==> src/rtl/sd_hashfunc_if.sv <==
// Key/result streaming interface for sd_hashfunc: srdy/drdy consumer side
// (key plus per-key config) and srdy/drdy producer side (key plus bucket index).
interface sd_hashfunc_if #(
   parameter int input_sz = 48,
   parameter int fsz      = 10
);
   logic                c_srdy;
   logic                c_drdy;
   logic [input_sz-1:0] c_key;
   logic                cfg_mode;
   logic [fsz-1:0]      cfg_seed;

   logic                p_srdy;
   logic                p_drdy;
   logic [input_sz-1:0] p_key;
   logic [fsz-1:0]      p_hash;

   modport slave (
      input  c_srdy, c_key, cfg_mode, cfg_seed, p_drdy,
      output c_drdy, p_srdy, p_key, p_hash
   );

   modport master (
      output c_srdy, c_key, cfg_mode, cfg_seed, p_drdy,
      input  c_drdy, p_srdy, p_key, p_hash
   );
endinterface

==> src/rtl/sd_hashfunc.sv <==
// Two-stage XOR-fold hash unit (plain or rotated fold, per-key seed), one key per clock.
// Optional handshake counter enabled by defining SD_HASH_STATS_EN.
module sd_hashfunc #(
   parameter int input_sz = 48,
   parameter int table_sz = 1024
) (
   input  logic             clk,
   input  logic             reset,
   sd_hashfunc_if.slave     io
`ifdef SD_HASH_STATS_EN
   ,
   input  logic             stat_clear,
   output logic [31:0]      stat_count
`endif
);

   localparam int fsz    = $clog2(table_sz);
   localparam int folds  = (input_sz + fsz - 1) / fsz;
   localparam int ext_sz = folds * fsz;

   logic                s1_v;
   logic [input_sz-1:0] s1_key;
   logic                s1_mode;
   logic [fsz-1:0]      s1_seed;

   logic                s2_v;
   logic [input_sz-1:0] s2_key;
   logic [fsz-1:0]      s2_hash;

   logic [ext_sz-1:0]   key_ext;
   logic [fsz-1:0]      hash_c;
   logic                s2_load;
   logic                c_take;

   function automatic logic [fsz-1:0] rotl(input logic [fsz-1:0] x, input int r);
      logic [2*fsz-1:0] dbl;
      dbl = {x, x} << r;
      return dbl[2*fsz-1 -: fsz];
   endfunction

   // NOTE: every variable driven here gets a default before any conditional
   // update, so no path leaves it unassigned and no latch is inferred.
   always_comb begin
      key_ext                 = '0;
      key_ext[input_sz-1:0]   = s1_key;
      hash_c                  = s1_seed;
      for (int f = 0; f < folds; f++) begin
         hash_c = hash_c ^ (s1_mode ? rotl(key_ext[f*fsz +: fsz], f % fsz)
                                    : key_ext[f*fsz +: fsz]);
      end
   end

   // s2 can take s1 when empty or draining; c_drdy is combinational from p_drdy
   // so a full pipe refills in the same cycle it drains.
   assign s2_load   = s1_v & (~s2_v | io.p_drdy);
   assign io.c_drdy = ~s1_v | s2_load;
   assign c_take    = io.c_srdy & io.c_drdy;

   // NOTE: state updates use non-blocking assignments so every register
   // samples pre-edge values regardless of statement order.
   always_ff @(posedge clk or posedge reset) begin
      if (reset) begin
         s1_v <= 1'b0;
      end else if (c_take) begin
         s1_v <= 1'b1;
      end else if (s2_load) begin
         s1_v <= 1'b0;
      end
   end

   always_ff @(posedge clk or posedge reset) begin
      if (reset) begin
         s1_key  <= '0;
         s1_mode <= 1'b0;
         s1_seed <= '0;
      end else if (c_take) begin
         s1_key  <= io.c_key;
         s1_mode <= io.cfg_mode;
         s1_seed <= io.cfg_seed;
      end
   end

   always_ff @(posedge clk or posedge reset) begin
      if (reset) begin
         s2_v <= 1'b0;
      end else if (s2_load) begin
         s2_v <= 1'b1;
      end else if (s2_v && io.p_drdy) begin
         s2_v <= 1'b0;
      end
   end

   // NOTE: the s2 data registers are reset because the outputs they drive
   // must read zero out of reset; they otherwise only change on s2_load.
   always_ff @(posedge clk or posedge reset) begin
      if (reset) begin
         s2_key  <= '0;
         s2_hash <= '0;
      end else if (s2_load) begin
         s2_key  <= s1_key;
         s2_hash <= hash_c;
      end
   end

   assign io.p_srdy = s2_v;
   assign io.p_key  = s2_key;
   assign io.p_hash = s2_hash;

`ifdef SD_HASH_STATS_EN
   // Clear wins over increment; the count sticks at all-ones.
   always_ff @(posedge clk or posedge reset) begin
      if (reset) begin
         stat_count <= '0;
      end else if (stat_clear) begin
         stat_count <= '0;
      end else if (s2_v && io.p_drdy && (stat_count != 32'hFFFF_FFFF)) begin
         stat_count <= stat_count + 32'd1;
      end
   end
`endif

endmodule
==> src/flat_wrapper.sv <==
// flat-port wrapper written by rule: the top's interface ports become plain ports
module sd_hashfunc_flat 
#(
   parameter int input_sz = 48,
   parameter int table_sz = 1024
)
  (clk, reset, io_c_srdy, io_c_key, io_cfg_mode, io_cfg_seed, io_p_drdy, io_c_drdy, io_p_srdy, io_p_key, io_p_hash);
  sd_hashfunc_if #(.input_sz(input_sz)) io_i ();
  input  logic clk;
  input  logic reset;
  input wire logic [$bits(io_i.c_srdy)-1:0] io_c_srdy;
  input wire logic [$bits(io_i.c_key)-1:0] io_c_key;
  input wire logic [$bits(io_i.cfg_mode)-1:0] io_cfg_mode;
  input wire logic [$bits(io_i.cfg_seed)-1:0] io_cfg_seed;
  input wire logic [$bits(io_i.p_drdy)-1:0] io_p_drdy;
  output wire logic [$bits(io_i.c_drdy)-1:0] io_c_drdy;
  output wire logic [$bits(io_i.p_srdy)-1:0] io_p_srdy;
  output wire logic [$bits(io_i.p_key)-1:0] io_p_key;
  output wire logic [$bits(io_i.p_hash)-1:0] io_p_hash;
  assign io_i.c_srdy = io_c_srdy;
  assign io_i.c_key = io_c_key;
  assign io_i.cfg_mode = io_cfg_mode;
  assign io_i.cfg_seed = io_cfg_seed;
  assign io_i.p_drdy = io_p_drdy;
  assign io_c_drdy = io_i.c_drdy;
  assign io_p_srdy = io_i.p_srdy;
  assign io_p_key = io_i.p_key;
  assign io_p_hash = io_i.p_hash;
  sd_hashfunc #(.input_sz(input_sz), .table_sz(table_sz)) u_core (.clk(clk), .reset(reset), .io(io_i));
endmodule
==> config.mk <==
export PLATFORM = sky130hd
export DESIGN_NAME = sd_hashfunc_flat
export DESIGN_NICKNAME = d
export VERILOG_FILES = /design/src/rtl/sd_hashfunc_if.sv /design/src/rtl/sd_hashfunc.sv /design/src/flat_wrapper.sv
export SDC_FILE = /design/constraint.sdc
export NUM_CORES = 1
export LEC_CHECK = 0
export ABC_AREA = 1
export CORE_ASPECT_RATIO = 0.7
export CORE_MARGIN = 2
export CORE_UTILIZATION = 51
export CTS_CLUSTER_DIAMETER = 120
export DETAILED_ROUTE_END_ITERATION = 16
export GPL_TIMING_DRIVEN = 0
export PLACE_DENSITY = 0.8
export SETUP_SLACK_MARGIN = 0.3
export SLEW_MARGIN = 0
export SYNTH_ARGS = -nofsm -noshare
export SYNTH_HDL_FRONTEND = slang
export SYNTH_SLANG_ARGS = --single-unit
==> constraint.sdc <==
create_clock -name clk -period 4.7 [get_ports clk]
set_clock_uncertainty 0.2 [all_clocks]
set_input_delay 0.94 -clock clk [delete_from_list [all_inputs] [get_ports clk]]
set_output_delay 0.94 -clock clk [all_outputs]
set_load 0.005 [all_outputs]
==> results.md, run 1 <==
* GRT Total Usage at 29.7%
* DRT iter0 DRCs at between 400 and 500
* Routed wire length at 17.7 mm
* Met2 wire len at 7.66 mm
* Synth warn at 0
* Longest Clk Path Bufs at 2
* Average vias per placed instance at just over 5
* Routability cong. at approximately 1
* Period utilization at ~69%
* R2r endpoint: u_core.io.p_key[11]
* Hold Crit Start: u_core.io.p_key[16]
* Largest net degree at the start of global routing at 73
* Startpoint Class: primary input
* Met3 routed WL at 1.54 mm
* WS Path Type: in2out
* Worst hold path type: reg2reg
* Worst Path Required at 3560 ps
* Fmax at 308 MHz
* Vias in the first global route at 5490
* IO Port Bufs at around 120
* Status: completed
* Critical Path End: io_c_drdy
* Count of cell types in the netlist at 16
* IO Count at 123
* Share of layout cells above drive strength 1 at 5.75%
* Fin nets at 1024
* Post-CTS Setup Bufs at 0
* H-Tree Depth at 4
* Root buffer cell: clkbuf_16
* Post-Syn Area at around 0.0059 mm^2
* Total CTS buffers at 17
* Residual DRC at 0
* Rows at 32
* Worst vdd rail ir drop at between 200 and 300 uV
* Syn Nets at 882
* WP data arrival at 2110 ps
* Worst Tran Pin Value at between 500 and 600 ps
* RSZ-0062 raised after global routing: no
* Sequential share of the synthesized area at 50.7%
* R2R Path Start: u_core.io.p_srdy
* Fill count at about 900
* Routed met1 length at 8.22 mm
* Max_cap viols at 0
* Leakage at a little over 4 nW
* Setup violations, final at 0
* Die footprint at approximately 0.012 mm^2
* Clk slew on worst S/H paths at approximately 60 ps
* Critical Path Start: io_p_drdy
* Reg2reg setup slack at 2770 ps
* Top sig layer: met4
* Die Y at 93.8 um
* Slew Limit Fails at 0
* Hold-fix buffers, CTS at 0
* CTS tree: built
* Number of synthesized register bits at 119
* Grt total ovfl at 0
* Final WS setup at 1450 ps
* Initial Utilization at 52.7%
* Clock tree sinks at 119
* Fin. Hold Viols at 0
* Routed Antenna Nets at 0
* Core Region at around 0.011 mm^2
* Total number of vias at 5849
* DP Worst Slack at roughly 1500 ps
* Die Width at 132 um
* First-pass GRT wire length at 28.2 mm
* Ant diodes at 0
* Worst Path Max Fanout at 3
* CP Capture Type: primary output
* Post-Syn Area per Cell at 7.17 um^2
* Post_cts resized at 0
* Final Critical Period at 3250 ps
* Syn Inst Count at 819
* Antenna violations before repair at 0
* Clock latency on the worst-skew pair at 420 ps
* Area grow syn2layout at 36.0%
* Drt pass-1 iters at 5
* Post-layout util at 71.7%
* FF-to-FF path depth at 6
* Relative slew slack at 60.3%
* Detail Placement HPWL at 12.8 mm
* WL/cell at 15.7 um
* Pwr dens at about 530 mW/mm^2
## per-stage QoR
step / hold slack (ps) / std cells / setup TNS (ps) / power (mW) / cell area, um^2
after detailed placement: 272 / 1095 / 0 / 2.74 / 7320
final: 279 / 1127 / 0 / 4.24 / 7990
after global placement: 268 / 1094 / -140510 / 2.71 / 7280
after global routing: 312 / 1127 / 0 / 4.47 / 7990
after floorplan: 273 / 819 / 0 / 2.08 / 5870
after CTS: 285 / 1127 / 0 / 4.23 / 7990
## logic make-up (layout without fill, tap and decap cells)
logic type	Yosys count	count (layout)	synth area share (%)
AO/OA/AOI/OAI	135	135	11.5
XOR/XNOR	4	4	0.597
buffers and inverters	121	276	8.50
flip-flops	119	119	50.7
AND/OR/NAND/NOR	440	440	28.7
## registers in the layout, summed over array words and instances (netlist names)
signal and flops:
u_core.io.p_hash 10, u_core.io.p_key 48, u_core.io.p_srdy 1, u_core.s1_key 48, u_core.s1_mode 1, u_core.s1_seed 10, u_core.s1_v 1
## critical path, cell delays in order
cell             delay [ps]
clkdlybuf4s50_1         450
inv_1                    50
nand3_1                 120
clkdlybuf4s50_1         550
## synth_stat cells
library cell	instances	area share [%]
clkinv_1	1	0.064
clkbuf_1	12	0.77
inv_1	83	5.3
buf_2	18	1.5
nand3_1	25	2.1
dfrtp_1	119	51
buf_6	1	0.19
buf_4	4	0.51
inv_2	1	0.064
xnor2_1	4	0.60
nor2_1	59	3.8
o21ai_1	15	1.3
a21oi_1	59	5.0
o21ai_0	61	5.2
nand2_1	356	23
buf_1	1	0.064
## final cells by class
class,instances,area [um^2],share of cell area [%]
multi-input cells,579,2390,30.0
clock buffers,20,447,5.59
repair buffers,123,1250,15.6
plain buffers,36,180,2.26
flip-flops and latches,119,2980,37.3
clock inverters,12,223,2.79
well taps,153,191,2.40
inverters,85,324,4.06
## per-layer routing
layer / track usage [%] / up-vias
met2: 45.3 / 273
li1: - / 2810
met3: 7.23 / 31
met1: 42.5 / 2735
met5: 0 / -
met4: 8.33 / 0
## worst min path at each step
stage / to / slack (ps) / cells past startpoint
after global routing: u_core.io.p_key[6] / 310 / 2
final: u_core.io.p_key[16] / 280 / 2
after CTS: u_core.io.p_key[22] / 290 / 2
after detailed placement: u_core.io.p_key[22] / 270 / 2
after floorplan: u_core.io.p_hash[0] / 270 / 2
after global placement: u_core.io.p_key[21] / 270 / 2
## where the power goes
part	internal [mW]	switching [mW]	total [mW]
clock network	1.01	0.468	1.48
logic	0.612	0.690	1.30
registers	1.28	0.179	1.46
## placed cells by master (no fill, tap or decap), types with 2 or more instances in the layout
master           synthesis  routed
nand2_1                356     356
clkdlybuf4s50_1          0     122
dfrtp_1                119     119
inv_1                   83      82
o21ai_0                 61      61
nor2_1                  59      59
a21oi_1                 59      59
nand3_1                 25      25
buf_2                   18      18
clkbuf_16                0      17
o21ai_1                 15      15
clkbuf_1                12      14
bufinv_16                0       6
buf_4                    4       4
xnor2_1                  4       4
inv_6                    0       2
clkinv_2                 0       2
clkinvlp_4               0       2
Note: power is estimated with default switching activity, not from simulation.
==> run 2, diff against run 1 <==
--- a/config.mk
+++ b/config.mk
@@ -8,11 +8,11 @@
 export ABC_AREA = 1
 export CORE_ASPECT_RATIO = 0.7
 export CORE_MARGIN = 2
-export CORE_UTILIZATION = 51
+export CORE_UTILIZATION = 46
 export CTS_CLUSTER_DIAMETER = 120
 export DETAILED_ROUTE_END_ITERATION = 16
 export GPL_TIMING_DRIVEN = 0
-export PLACE_DENSITY = 0.8
+export PLACE_DENSITY = 0.76
 export SETUP_SLACK_MARGIN = 0.3
 export SLEW_MARGIN = 0
 export SYNTH_ARGS = -nofsm -noshare
==> constraint.sdc (replaced) <==
create_clock -name clk -period 2.7 [get_ports clk]
set_clock_uncertainty 0.2 [all_clocks]
set_input_delay 0.54 -clock clk [delete_from_list [all_inputs] [get_ports clk]]
set_output_delay 0.54 -clock clk [all_outputs]
set_load 0.005 [all_outputs]
==> run 2 against run 1 <==
Worst setup slack lost 940 ps. Cell count rose by 0.80%. Register-to-register slack lost 2000 ps. Sequential cell count did not move. Sequential share of layout area grew 0.15 points. Critical path type unchanged.
==> results.md, run 2 (synthesized netlist as in run 1, its figures left out) <==
* WP data arrival at 1450 ps (-660 ps)
* DP Worst Slack at 182 ps (-1320 ps)
* GRT Total Usage at 27.1% (-2.6 points)
* Period utilization at 81.2%
* Status: completed
* Pwr dens at 897 mW/mm^2 (+69%)
* Total negative slack at 0 ps (unchanged)
* Fin. Hold Viols at 0 (unchanged)
* Vias in the first global route at 5453 (-0.67%)
* Design Area, Final at 0.00795 mm^2 (-0.41%)
* First-pass GRT wire length at 28.8 mm (+2.1%)
* Residual DRC at 0 (unchanged)
* Final Critical Period at 2190 ps
* Slew Limit Fails at 0 (unchanged)
* Most frequent cells in the layout: 356 x nand2_1, 121 x clkdlybuf4s50_1, 119 x dfrtp_1, 82 x inv_1, 61 x o21ai_0
* Clock tree sinks at 119 (unchanged)
* Worst hold path type: in2async
* Antenna violations before repair at 0 (unchanged)
* Startpoint Class: primary input
* Dpl cell area at 0.00736 mm^2 (+0.58%)
* IO Count at 123 (unchanged)
* Post_cts resized at 1 (+1)
* Initial Utilization at 47.3% (-5.5 points)
* Max_cap viols at 0 (unchanged)
* Detail Placement HPWL at 13.2 mm (+3.2%)
* Largest net degree at the start of global routing at 45 (-38%)
* Drt pass-1 iters at 5 (unchanged)
* Share of layout cells above drive strength 1 at 5.85% (+0.10 points)
* Routability cong. at 0.916 (-5.9%)
* Grt total ovfl at 0 (unchanged)
* Clock latency on the worst-skew pair at 420 ps (about the same)
* CTS tree: built
* WL/cell at 15.8 um (+0.86%)
* Total CTS buffers at 17 (unchanged)
* Rows at 34 (+6.3%)
* Worst Path Required at 1960 ps (-1600 ps)
* Routed wire length at 18.0 mm (+1.7%)
* Core Region at 0.0124 mm^2 (+12%)
* Longest Clk Path Bufs at 2 (unchanged)
* Worst Path Max Fanout at 3 (unchanged)
* Hold-fix buffers, CTS at 0 (unchanged)
* Root buffer cell: clkbuf_16
* Commonest non-fill, non-tap cell in the layout: nand2_1
* Final WS setup at 508 ps (-944 ps)
* Finished Layout Cells at 1136 (+0.80%)
* RSZ-0062 raised after global routing: no
* H-Tree Depth at 4 (unchanged)
* Fin nets at 1026 (+0.20%)
* Hold slack at 174 ps (-105 ps)
* Total number of vias at 5839 (-0.17%)
* Post-CTS Setup Bufs at 0 (unchanged)
* IO Port Bufs at 122 (unchanged)
* Die footprint at 0.0137 mm^2 (+10%)
* Clk slew on worst S/H paths at 50 ps (about the same)
* Placed insts at 1106 (+1.0%)
* Area grow syn2layout at 35.5%
* DRT iter0 DRCs at 528 (+6.5%)
* Fmax at 456 MHz
* Die Y at 98.5 um (+5.1%)
* WS Path Type: in2out
* CP Capture Type: primary output
* Leakage at 4.12 nW (-0.49%)
* Worst vdd rail ir drop at 577 uV (+100%)
* Routed Antenna Nets at 0 (unchanged)
* Setup violations, final at 0 (unchanged)
* Die Width at 139 um (+5.1%)
* Worst Tran Pin Value at 582 ps (-12.3 ps)
* Ant diodes at 0 (unchanged)
* Relative slew slack at 61.2% (+0.82 points)
* Average vias per placed instance at 5.14 (-0.96%)
-- run 2: cell types whose count changed in the layout (fill, tap and decap cells not counted), sizes merged --
cell           before  now
clkdlybuf4s50     122  121
clkbuf             32   33
bufinv              6    3
dlygate4sd2         0    1
clkinv              4    5
inv                85   83
clkinvlp            2    3
buf                25   27
-- run 2: final timing paths --
check	start	slack (ps)	cells after the start	to
min in group clk	u_core.io.p_key[27]	280	2	u_core.io.p_key[27]
min reg2reg	u_core.io.p_key[27]	280	2	u_core.io.p_key[27]
min	reset	170	2	u_core.io.p_key[16]
max reg2reg	u_core.io.p_srdy	740	6	u_core.io.p_key[8]
max in group asynchronous	reset	1450	4	u_core.io.p_key[43]
max	io_p_drdy	510	4	io_c_drdy
-- run 2: per-stage QoR --
stage	total power, mW	utilization, %
global route	7.53	64.0
detailed placement	4.79	59.2
global placement	4.74	58.8
CTS	7.13	64.0
finish	7.14	64.0
floorplan	3.62	-
-- run 2: metal layers --
metal	part of all wire (%)	up-vias	track usage, %
met5	0	-	0
met4	1.1	0	7.93
met3	8.9	20	6.12
met2	42	250	39.3
met1	48	2764	40.7
li1	-	2805	-
-- run 2: final cells by class --
class                   instances  area (um^2)
plain buffers                  36          180
clock buffers                  21          470
clock inverters                 9          125
fillers                      1097         4470
inverters                      85          323
multi-input cells             579         2390
flip-flops and latches        119         2980
well taps                     162          203
repair buffers                125         1280
-- run 2: worst max-delay path, cell delays in order --
cell and delay, ps:
clkdlybuf4s50_1 400, inv_1 70, nand3_1 130, dlygate4sd2_1 310
-- run 2: power by group --
group / switching [mW] / internal (mW)
clock: 0.813 / 1.51
sequential: 0.315 / 2.23
combinational: 1.21 / 1.07
total: 2.34 / 4.80
==> run 3, diff against run 2 <==
==> constraint.sdc (replaced) <==
create_clock -name clk -period 2 [get_ports clk]
set_clock_uncertainty 0.2 [all_clocks]
set_input_delay 0.4 -clock clk [delete_from_list [all_inputs] [get_ports clk]]
set_output_delay 0.4 -clock clk [all_outputs]
set_load 0.005 [all_outputs]
==> run 3 against run 2 <==
Global-route usage increased by 0.28 points. Count of clock-buffer cells in the layout unchanged. Sequential cell count unchanged. Clock power increased by 35%. Core utilization increased by 1.9 points. Design area increased by 2.9%. Cell count increased by 0.97%. Sequential share of layout area decreased by 1.0 points. Worst setup slack got worse by 250 ps. Via count increased by 1.8%. Combinational power increased by 35%.
==> results.md, run 3 (synthesized netlist as in run 1, its figures left out) <==
* Register area at 0.00298 mm^2 (about the same)
* Fin nets at 1037 (+1.1%)
* Total number of vias at 5942 (+1.8%)
* WL/cell at 16.0 um (+0.99%)
* CTS tree: built
* Ant diodes at 0 (unchanged)
* Finished Layout Cells at 1147 (+0.97%)
* Int Power at 6.38 mW (+33%)
* Commonest non-fill, non-tap cell in the layout: nand2_1
* Fin. Hold Viols at 0 (unchanged)
* Antenna violations before repair at 0 (unchanged)
* Routed met1 length at 8.73 mm (+1.5%)
* Worst hold path type: in2async
* H-Tree Depth at 4 (unchanged)
* Die footprint at 0.0137 mm^2 (unchanged)
* Leakage at 4.34 nW (+5.4%)
* Longest Clk Path Bufs at 2 (unchanged)
* Startpoint Class: register
* WS Path Type: reg2reg
* Clock network power share at 32.5% (about the same)
* Grt total ovfl at 0 (unchanged)
* Largest net degree at the start of global routing at 45 (unchanged)
* Final WS setup at 256 ps (-252 ps)
* Share of layout cells above drive strength 1 at 11.4% (+5.5 points)
* Top sig layer: met4
* Switching Share at 33.6% (+0.91 points)
* Routed Antenna Nets at 0 (unchanged)
* IO Port Bufs at 122 (unchanged)
* CP peak stage delay at 450 ps (+50 ps)
* RSZ-0062 raised after global routing: yes
* Multi-input logic area at 0.00250 mm^2 (+4.4%)
* Met2 wire len at 7.85 mm (+3.3%)
* Sw Pwr at 3.23 mW (+39%)
* FF-to-FF path depth at 10 (+4)
* Sequential power share at 35.5% (about the same)
* Setup violations, final at 0 (unchanged)
* Core Region at 0.0124 mm^2 (unchanged)
* Residual DRC at 0 (unchanged)
* Clock latency on the worst-skew pair at 410 ps (about the same)
* WP data arrival at 1840 ps (+390 ps)
* Design Area, Final at 0.00818 mm^2 (+2.9%)
* GRT Total Usage at 27.3% (+0.28 points)
* CP cell instances: buf_8 > clkbuf_4 > o21ai_2 > nand2_1 > nand2_2 > nand2_2 > nand2_1 > nand2_1 > nand3_1 > nand2_1
* Fill count at 1100 (+0.27%)
* Total negative slack at 0 ps (unchanged)
* Worst Path Max Fanout at 10 (+7)
* Root buffer cell: clkbuf_16
* Met3 routed WL at 1.51 mm (-5.6%)
* Routability cong. at 0.916 (unchanged)
* Relative slew slack at 67.9% (+6.7 points)
* Fmax at 573 MHz
* DP Worst Slack at -378 ps (-560 ps)
* CP Capture Type: register
* First-pass GRT wire length at 29.2 mm (+1.2%)
* Worst Path Required at 2100 ps (+140 ps)
* Area grow syn2layout at 39.4%
* Detail Placement HPWL at 13.2 mm (unchanged)
* Die Width at 139 um (unchanged)
* Crit-path most repeated cell: nand2_1
* Pwr dens at 1180 mW/mm^2 (+31%)
* Placed insts at 1106 (unchanged)
* IO Count at 123 (unchanged)
* Status: completed
* Dpl cell area at 0.00736 mm^2 (unchanged)
* Initial Utilization at 47.3% (unchanged)
* Period utilization at 87.2%
* Vias in the first global route at 5518 (+1.2%)
* Combinational share of power at 31.9% (about the same)
* Clk slew on worst S/H paths at 50 ps (about the same)
* Average vias per placed instance at 5.18 (+0.79%)
* Die Y at 98.5 um (unchanged)
* Clock tree sinks at 119 (unchanged)
* Worst Tran Pin Value at 481 ps (-101 ps)
* DRT iter0 DRCs at 443 (-16%)
* Worst vdd rail ir drop at 752 uV (+31%)
* R2r endpoint: u_core.io.p_hash[1]
* CP max-delay cell: dfrtp_2
* Rows at 34 (unchanged)
* Final Critical Period at between 1500 and 2000 ps
* Total CTS buffers at 17 (unchanged)
* Max_cap viols at 0 (unchanged)
* Routed wire length at 18.3 mm (+2.0%)
* Drt pass-1 iters at 7 (+2)
* R2R Path Start: u_core.s1_mode
* Most frequent cells in the layout: 337 x nand2_1, 118 x dfrtp_1, 80 x inv_1, 62 x clkdlybuf4s50_1
* Slew Limit Fails at 0 (unchanged)
* Reg2reg setup slack at 260 ps (-480 ps)
[run 3: how the worst max path moves through the flow]
stage	from	depth (start not counted)	end	slack, ps
2_1_floorplan	reset	1	u_core.io.p_hash[0]	-60
3_3_place_gp	reset	2	u_core.io.p_key[0]	-1170
4_1_cts	io_p_drdy	4	io_c_drdy	110
6_report	u_core.s1_mode	10	u_core.io.p_hash[1]	260
5_1_grt	u_core.s1_mode	10	u_core.io.p_hash[1]	160
3_5_place_dp	io_p_drdy	8	u_core.io.p_key[8]	-380
[run 3: final cells by class]
type                            instances  area share [%]
Clock inverter                          9            1.53
Timing Repair Buffer                  136            15.9
Sequential cell                       119            36.4
Buffer                                 36            3.39
Clock buffer                           21            5.75
Tap cell                              162            2.48
Inverter                               85            4.05
Multi-Input combinational cell        579            30.5
[run 3: critical path: cells and delay by family (launching register included)]
family / cells / cell delay [ps]
flops: 1 / 450
buf+inv: 2 / 350
compound gates: 1 / 140
simple gates: 7 / 480
[run 3: metal layers]
metal | vias up | track usage [%]
li1 | 2841 | -
met1 | 2816 | 40.8
met2 | 260 | 40.5
met3 | 25 | 5.93
met4 | 0 | 7.61
met5 | - | 0
[run 3: power groups by stage]
stage	combinational [mW]	sequential, mW	clock, mW
2_1_floorplan	1.50	3.39	0
3_3_place_gp	2.95	3.44	0
3_5_place_dp	3.03	3.44	0
4_1_cts	2.92	3.40	3.14
5_1_grt	3.41	3.49	3.26
6_report	3.07	3.42	3.13
[run 3: timing repair]
item                                    4_1_cts  5_1_grt
pin swaps                                     0        5
buffers inserted                              9        2
resized for setup                            96       64
hold buffers                                  0        0
endpoints found under the setup margin      175      108
[run 3: metrics by stage]
stage | utilization [%] | hold WS, ps | power [mW]
global placement | 58.8 | 268 | 6.40
global route | 65.9 | 53.9 | 10.2
finish | 65.9 | 38.5 | 9.62
CTS | 64.6 | 38.4 | 9.47
detailed placement | 59.2 | 273 | 6.47
floorplan | - | 273 | 4.89
